$ cat src/rtl/mips_pkg.sv
// Shared definitions for the program loader.
//
// Contents:
//   loader_state_t - encoding of the loader FSM states
//   HDR_BYTES      - number of bytes in the frame header (the word count N)
//   COUNT_W        - width of the word count carried by the header
package mips_pkg;

    // Frame header is a big-endian 16-bit word count.
    localparam int HDR_BYTES = 2;
    localparam int COUNT_W   = 8 * HDR_BYTES;

    typedef enum logic [2:0] {
        HDR_HI = 3'd0,  // waiting for count high byte
        HDR_LO = 3'd1,  // waiting for count low byte
        DATA   = 3'd2,  // collecting payload bytes into a word
        WRITE  = 3'd3,  // one-cycle instruction-memory write
        CSUM   = 3'd4,  // waiting for the checksum byte
        DONE   = 3'd5,  // program loaded, CPU released
        ERR    = 3'd6   // bad length or bad checksum, CPU held
    } loader_state_t;

endpackage

$ cat src/rtl/prog_loader.sv
// Program loader: receives a framed byte stream and writes it into
// instruction memory, holding the CPU in reset until a frame with a good
// checksum has been fully written.
//
// Frame: count N (16 bit, high byte first), 4*N payload bytes (each word
// big-endian), then a checksum byte equal to the XOR of all bytes before it.
//
// Ports:
//   clk        - clock, all state changes on the rising edge
//   rst        - asynchronous reset, active low
//   rx_valid   - upstream byte valid
//   rx_data    - upstream byte
//   rx_ready   - loader can accept a byte
//   reload     - single-cycle request to restart from DONE or ERR
//   imem_we    - instruction-memory write strobe
//   imem_addr  - instruction-memory byte address (word aligned)
//   imem_wdata - instruction word to write
//   cpu_rst    - active-high hold to the CPU, low only in DONE
//   done       - frame loaded successfully
//   error      - frame rejected (length or checksum)
//   state_dbg  - current FSM state encoding, for observation only
//
// Handshake: a byte transfers at a rising edge where rx_valid and rx_ready
// are both high. rx_ready never depends on rx_valid; upstream must hold
// rx_valid and rx_data stable until the transfer happens.
module prog_loader
    import mips_pkg::*;
#(
    parameter int IMEM_WORDS = 256
) (
    input  logic        clk,
    input  logic        rst,
    input  logic        rx_valid,
    input  logic [7:0]  rx_data,
    output logic        rx_ready,
    input  logic        reload,
    output logic        imem_we,
    output logic [31:0] imem_addr,
    output logic [31:0] imem_wdata,
    output logic        cpu_rst,
    output logic        done,
    output logic        error,
    output logic [2:0]  state_dbg
);

    localparam logic [COUNT_W:0] MAX_WORDS = (COUNT_W+1)'(IMEM_WORDS);

    loader_state_t      state;
    loader_state_t      state_next;

    logic [COUNT_W-1:0] count;
    logic [COUNT_W-1:0] word_index;
    logic [1:0]         byte_cnt;
    logic [31:0]        asm_word;
    logic [7:0]         checksum;

    logic               xfer;
    logic [COUNT_W-1:0] header_n;
    logic               last_word;

    assign xfer      = rx_valid && rx_ready;
    // Full count as it becomes known on the low header byte.
    assign header_n  = {count[COUNT_W-1:8], rx_data};
    assign last_word = (word_index == count - 1'b1);

    // ------------------------------------------------------------------
    // State register
    // ------------------------------------------------------------------
    always_ff @(posedge clk or negedge rst) begin
        if (!rst) begin
            state <= HDR_HI;
        end else begin
            state <= state_next;
        end
    end

    // ------------------------------------------------------------------
    // Next-state logic
    // ------------------------------------------------------------------
    always_comb begin
        state_next = state;
        unique case (state)
            HDR_HI: begin
                if (xfer) state_next = HDR_LO;
            end
            HDR_LO: begin
                if (xfer) begin
                    if (header_n == '0)
                        state_next = CSUM;
                    else if ({1'b0, header_n} > MAX_WORDS)
                        state_next = ERR;
                    else
                        state_next = DATA;
                end
            end
            DATA: begin
                // Fourth byte of a word completes it.
                if (xfer && byte_cnt == 2'd3) state_next = WRITE;
            end
            WRITE: begin
                state_next = last_word ? CSUM : DATA;
            end
            CSUM: begin
                if (xfer) state_next = (rx_data == checksum) ? DONE : ERR;
            end
            DONE, ERR: begin
                if (reload) state_next = HDR_HI;
            end
            default: state_next = HDR_HI;
        endcase
    end

    // ------------------------------------------------------------------
    // Outputs (decoded from state; addr/data forced to zero outside WRITE)
    // ------------------------------------------------------------------
    always_comb begin
        rx_ready   = 1'b0;
        imem_we    = 1'b0;
        imem_addr  = '0;
        imem_wdata = '0;
        cpu_rst    = 1'b1;
        done       = 1'b0;
        error      = 1'b0;
        unique case (state)
            HDR_HI, HDR_LO, DATA, CSUM: rx_ready = rst;
            WRITE: begin
                imem_we    = 1'b1;
                imem_addr  = {{(30-COUNT_W){1'b0}}, word_index, 2'b00};
                imem_wdata = asm_word;
            end
            DONE: begin
                cpu_rst = 1'b0;
                done    = 1'b1;
            end
            ERR: begin
                error = 1'b1;
            end
            default: ;
        endcase
    end

    assign state_dbg = state;

    // ------------------------------------------------------------------
    // Datapath: header count, word assembly, checksum, word index
    // ------------------------------------------------------------------
    always_ff @(posedge clk or negedge rst) begin
        if (!rst) begin
            count      <= '0;
            word_index <= '0;
            byte_cnt   <= '0;
            asm_word   <= '0;
            checksum   <= '0;
        end else begin
            unique case (state)
                HDR_HI: begin
                    if (xfer) begin
                        count[COUNT_W-1:8] <= rx_data;
                        checksum           <= checksum ^ rx_data;
                    end
                end
                HDR_LO: begin
                    if (xfer) begin
                        count[7:0] <= rx_data;
                        checksum   <= checksum ^ rx_data;
                    end
                end
                DATA: begin
                    if (xfer) begin
                        asm_word <= {asm_word[23:0], rx_data};
                        byte_cnt <= byte_cnt + 2'd1;
                        checksum <= checksum ^ rx_data;
                    end
                end
                WRITE: begin
                    word_index <= word_index + 1'b1;
                end
                DONE, ERR: begin
                    if (reload) begin
                        count      <= '0;
                        word_index <= '0;
                        byte_cnt   <= '0;
                        asm_word   <= '0;
                        checksum   <= '0;
                    end
                end
                default: ;
            endcase
        end
    end

endmodule

$ cat config.mk
export PLATFORM = sky130hd
export DESIGN_NAME = prog_loader
export DESIGN_NICKNAME = d
export VERILOG_FILES = /design/src/rtl/mips_pkg.sv /design/src/rtl/prog_loader.sv
export SDC_FILE = /design/constraint.sdc
export NUM_CORES = 1
export LEC_CHECK = 0
export CORE_MARGIN = 2
export CORE_UTILIZATION = 53
export DETAILED_ROUTE_END_ITERATION = 6
export GPL_ROUTABILITY_DRIVEN = 0
export PLACE_DENSITY = 0.81
export SETUP_SLACK_MARGIN = 0.1
export SYNTH_ARGS = -nofsm -noshare
export SYNTH_HDL_FRONTEND = slang
export SYNTH_SLANG_ARGS = --single-unit
$ cat constraint.sdc
create_clock -name clk -period 3.5 [get_ports clk]
set_input_delay 0.7 -clock clk [delete_from_list [all_inputs] [get_ports clk]]
set_output_delay 0.7 -clock clk [all_outputs]
set_load 0.05 [all_outputs]
## Yosys cells after proc, flatten, opt, wreduce, memory -nomap -nowiden

Index checks and enable logic that the tools add are counted.

- Logic and storage cells: 77
- Register bits after elaboration: 77

- Add/sub/neg operators: 3
- Magnitude comparators: 1
- Bitwise gates (word level): 1
- Reductions and logical operators: 18
- Equal/unequal tests: 16
- Muxes and demuxes: 31

Operators with widths:

| kind | number |
|---|---|
| $mux W32 | 3 |
| $pmux W32 S2 | 1 |
| $pmux W8 S2 | 3 |
| $pmux W16 S2 | 1 |
| $mux W3 | 8 |
| $mux W8 | 3 |
| $mux W18 | 1 |
| $pmux W3 S6 | 1 |
| $add A16 B1 Y16 const B | 1 |
| $eq A16 B16 Y1 | 1 |
| $gt A16 B9 Y1 const B | 1 |
| $logic_not A16 Y1 | 1 |
| $mux W16 | 1 |
| $sub A16 B1 Y16 const B | 1 |
| $ne A2 B2 Y1 const B | 6 |
| $reduce_and A3 Y1 | 4 |
| $reduce_bool A2 Y1 | 5 |
| $eq A3 B3 Y1 const B | 3 |
| $eq A8 B8 Y1 | 1 |
| $xor A8 B8 Y8 | 1 |
| $eq A3 B2 Y1 const B | 2 |
| $mux W2 | 3 |
| $mux W1 | 5 |
| $reduce_and A5 Y1 | 1 |
| other kinds (11) | 12 |

## Logic depth before layout (Yosys ltp)

Gate-level depths: netlist of the first run.

- Depth in word-level cells: 7
- Gate-level depth with buffers: 9
- Gate-level depth less buffers: 8

## Least setup slack after synthesis of the first run

OpenSTA, ideal clock, no wires.

- Path type: register to output
- Start point: reg state[0] (netlist: state_dbg[0])
- End point: out imem_addr[10]
- Path buffers: 3
- Stages on the path, launching flop included: 6
- Path slack: 0.750 ns
- Data required time: 2.800 ns
- Data arrival time: 2.050 ns
- Path through: dfrtp_1 clkbuf_1 and2_1 clkbuf_1 clkbuf_1 and3_1

- Cells in the longest elaborated chain, start to end: 2

Ends and longest elaborated chain:

| element | line | text |
|---|---|---|
| start, declared | prog_loader.sv:48 | `loader_state_t state;` |
| start signal, assigned | prog_loader.sv:73 | `state <= state_next;` |
| $eq A3 B2 Y1 | prog_loader.sv:124 | `unique case (state)` |
| $mux W18 | prog_loader.sv:124 |  |
| end, declared | prog_loader.sv:38 | `output logic [31:0] imem_addr,` |

No other way between the ends.

## Worst setup path in the final report of the first run

- Start point: reg state[2] (netlist: state_dbg[2])
- End point: out imem_addr[4]

Same word-level chain as after synthesis.

==> metrics.txt, run 1 <==
status finished, final reports clean; Most used DFF post-synth dfrtp_1; fin crit share 91.7%; critical path class flip-flop to output pin; ratio of cells with drive above 1 in the final layout 14.4%; Worst-path clk slew 0.08 ns; Initial Utilization roughly 54%; Post-synth EDFFs 0; Vias/cell around 5.8; cts repair resizes 0; Critical-path top delay cell clkdlybuf4s50_1; PD cells between 700 and 800 nW/um^2; drt pass-1 iters 5; Compound-Gate Fraction of Synth Area 15.2%; r2r worst-path depth 7; Max-cap violations 0; worst endpoint required time around 2.8 ns; final instance area 5360 sq um; Seq cells post-synth 77; unrepaired setup endpoints after global routing no; vias in the first global route ~3,800; Synth area leader dfrtp_1; site row count 34; chip width around 98 microns; Post-Place Cell Area 5200 sq um; Die Ht ~98 microns; DRC 0; crit path max fanout 17; core area approximately 8600 sq um; startpoint types flip-flop; largest net degree at the start of global routing between 60 and 70; via count 4,163; max-slew violation count 0; multiplexer share of the synthesized area less than 1%; CTS Buf Count 9; highest clock rate 0.312 GHz; Async SR Flop Fraction 100%; HP Class primary input to async pin; Clk Latency, worst-skew pair between 0.3 and 0.4 ns; top cell type's share of synthesized area 41.5%; Root Buffer clkbuf_8; post-synthesis adder-cell area fraction 0.809%; final setup fails 0; wire per inst 16.0 microns; Synth Area in XOR/XNOR approximately 5.6%; worst-case headroom to the max-slew limit 34.4%; grt ovf 0; setup TNS 0 ns; largest family of logic cells by synthesized area simple AND/OR/NAND/NOR gates; Simple-Gate Fraction of Synth Area approximately 29%; DIE AREA roughly 9500 sq um; Synth Instances 560; clock period minus worst slack 3.21 ns; Syn Std Cell Area 4640 sq um; crit path DAT ~2.5 ns; drt total wl 11,600 microns; peak supply drop 0.000408 V; Area Growth Syn to Fin 15.6%; post-synthesis cell type count 59; # IOs 84; Iteration-0 DRC Markers roughly 360; Setup crit end kind output pin; CP max stage delay 0.83 ns; top cells by area, synth dfrtp_1 (42%), nand2_1 (7.1%), and3_1 (6.2%), o21ai_1 (4.2%), o21ai_0 (3.8%); crit path cell chain nand3b_1 > nor2_1 > clkdlybuf4s50_1; Worst Clk Skew approximately 0.011 ns; CTS tree done; initial antenna violation count 0; Hold Vio Cnt, Final 0; CTS HTree Levels 3; post-route ant nets 0; HPWL after DPL around 8400 microns; synth warn 0; global-route wire length before repair 18,900 microns; worst slew pin tran 0.980 ns; post-CTS setup buffers 0; ant diodes 0; post-synthesis sequential area ratio 41.5%; CTS Hold Bufs 0; nets between 600 and 700; Leakage 2.58 nW; # port buffers 67; Clock Sinks 77; syn avg cell area 8.29 sq um; CTS max path bufs 2; GRT Overall Usage 24.5%
-- flip-flops by register name, summed over array words and instances (netlist names) --
register	cells
asm_word	32
state_dbg	3
checksum	8
count	16
word_index	16
byte_cnt	2
-- report_power, final --
group,total [mW],internal [mW],switching [mW]
clock,0.600,0.256,0.343
combinational,1.86,0.661,1.20
sequential,1.48,1.18,0.298
-- cells in the mapped netlist (2+ instances only) --
cell type	n
nand2_1	88
dfrtp_1	77
and3_1	46
o21ai_1	39
o21ai_0	35
nor2_1	34
clkbuf_1	27
nand3_1	22
inv_1	20
nand2b_1	20
buf_4	17
xnor2_1	17
a21oi_1	10
xor2_1	10
nor3_1	9
a31oi_1	7
nor4_1	7
nand4_1	5
nor2b_1	5
a21o_1	4
buf_6	4
o2111ai_1	4
or3_1	4
ha_1	3
a2111oi_0	2
a211oi_1	2
and2_1	2
buf_1	2
inv_2	2
nand4b_1	2
nor3b_1	2
nor4_2	2
or2_2	2
or3_2	2
or4_4	2
-- path summary, 6_finish.rpt --
kind	from	to	slack, ns
max in group asynchronous	rst	count[2]	2.16
min in group clk	asm_word[31]	asm_word[31]	0.47
hold / removal	rst	checksum[5]	0.42
setup reg to reg	state_dbg[2]	byte_cnt[0]	0.56
setup / recovery	state_dbg[2]	imem_addr[4]	0.29
hold reg to reg	asm_word[31]	asm_word[31]	0.47
-- metal layers --
layer,vias up,track usage (%),part of all wire [%]
met3,18,5.40,6.8
met1,1982,34.6,45
li1,2010,-,-
met4,0,8.23,1.5
met2,153,37.7,47
met5,-,0,0
-- cell families after synthesis --
logic type / after synthesis
AOI/OAI and AO/OA: 117
xor gates and xnor gates: 28
adders and majority gates: 3
buffers and inverters: 73
DFF: 77
muxes: 1
other: 1
and+or+nand+nor: 260
-- cells in the final DEF (no fill, tap or decap), types with 2 or more instances in the layout --
| cell type | Yosys | routed |
|---|---|---|
| a2111oi_0 | 2 | 2 |
| a211oi_1 | 2 | 2 |
| a21o_1 | 4 | 4 |
| a21oi_1 | 10 | 10 |
| a31oi_1 | 7 | 7 |
| and2_1 | 2 | 2 |
| and3_1 | 46 | 46 |
| buf_4 | 17 | 54 |
| clkbuf_8 | 0 | 9 |
| clkdlybuf4s50_1 | 0 | 22 |
| clkinvlp_4 | 0 | 2 |
| conb_1 | 1 | 16 |
| dfrtp_1 | 77 | 77 |
| ha_1 | 3 | 3 |
| inv_1 | 20 | 20 |
| inv_2 | 2 | 2 |
| nand2_1 | 88 | 88 |
| nand2b_1 | 20 | 20 |
| nand3_1 | 22 | 22 |
| nand4_1 | 5 | 5 |
| nand4b_1 | 2 | 2 |
| nor2_1 | 34 | 34 |
| nor2b_1 | 5 | 4 |
| nor3_1 | 9 | 9 |
| nor3b_1 | 2 | 2 |
| nor4_1 | 7 | 7 |
| nor4_2 | 2 | 2 |
| o2111ai_1 | 4 | 4 |
| o21ai_0 | 35 | 35 |
| o21ai_1 | 39 | 39 |
| or2_2 | 2 | 2 |
| or3_1 | 4 | 4 |
| or3_2 | 2 | 2 |
| or4_4 | 2 | 2 |
| xnor2_1 | 17 | 17 |
| xor2_1 | 10 | 10 |
-- final cells by class --
type | instances | area [sq um]
well taps | 108 | 135
repair buffers | 77 | 646
multi-input cells | 425 | 2410
flip-flops and latches | 77 | 1930
fillers | 750 | 3230
inverters | 22 | 82.6
clock buffers | 10 | 128
clock inverters | 5 | 37.5
-- metrics by stage --
step	power (mW)	cells	setup WS (ns)	util, %	hold WS (ns)
2_1_floorplan	2.89	575	0.750	-	0.404
3_3_place_gp	3.25	709	0.724	60.5	0.459
4_1_cts	3.92	724	0.299	62.4	0.425
6_report	3.94	724	0.292	62.4	0.415
5_1_grt	4.23	724	0.159	62.4	0.451
3_5_place_dp	3.32	709	0.588	60.5	0.467
-- worst max-delay path: cells and delay by family, from the launching register on --
kind | cells | cell delay [ns]
buffers and inverters | 1 | 0.83
flip-flops | 1 | 0.56
AND/OR/NAND/NOR | 2 | 0.76
Note: power is estimated with default switching activity, not from simulation.
==> inputs of run 2 (changes only) <==
- SKIP_LAST_GASP: not set -> 1
==> results of run 2 <==
The final DEF is identical to that of run 1; final timing and power are the same.
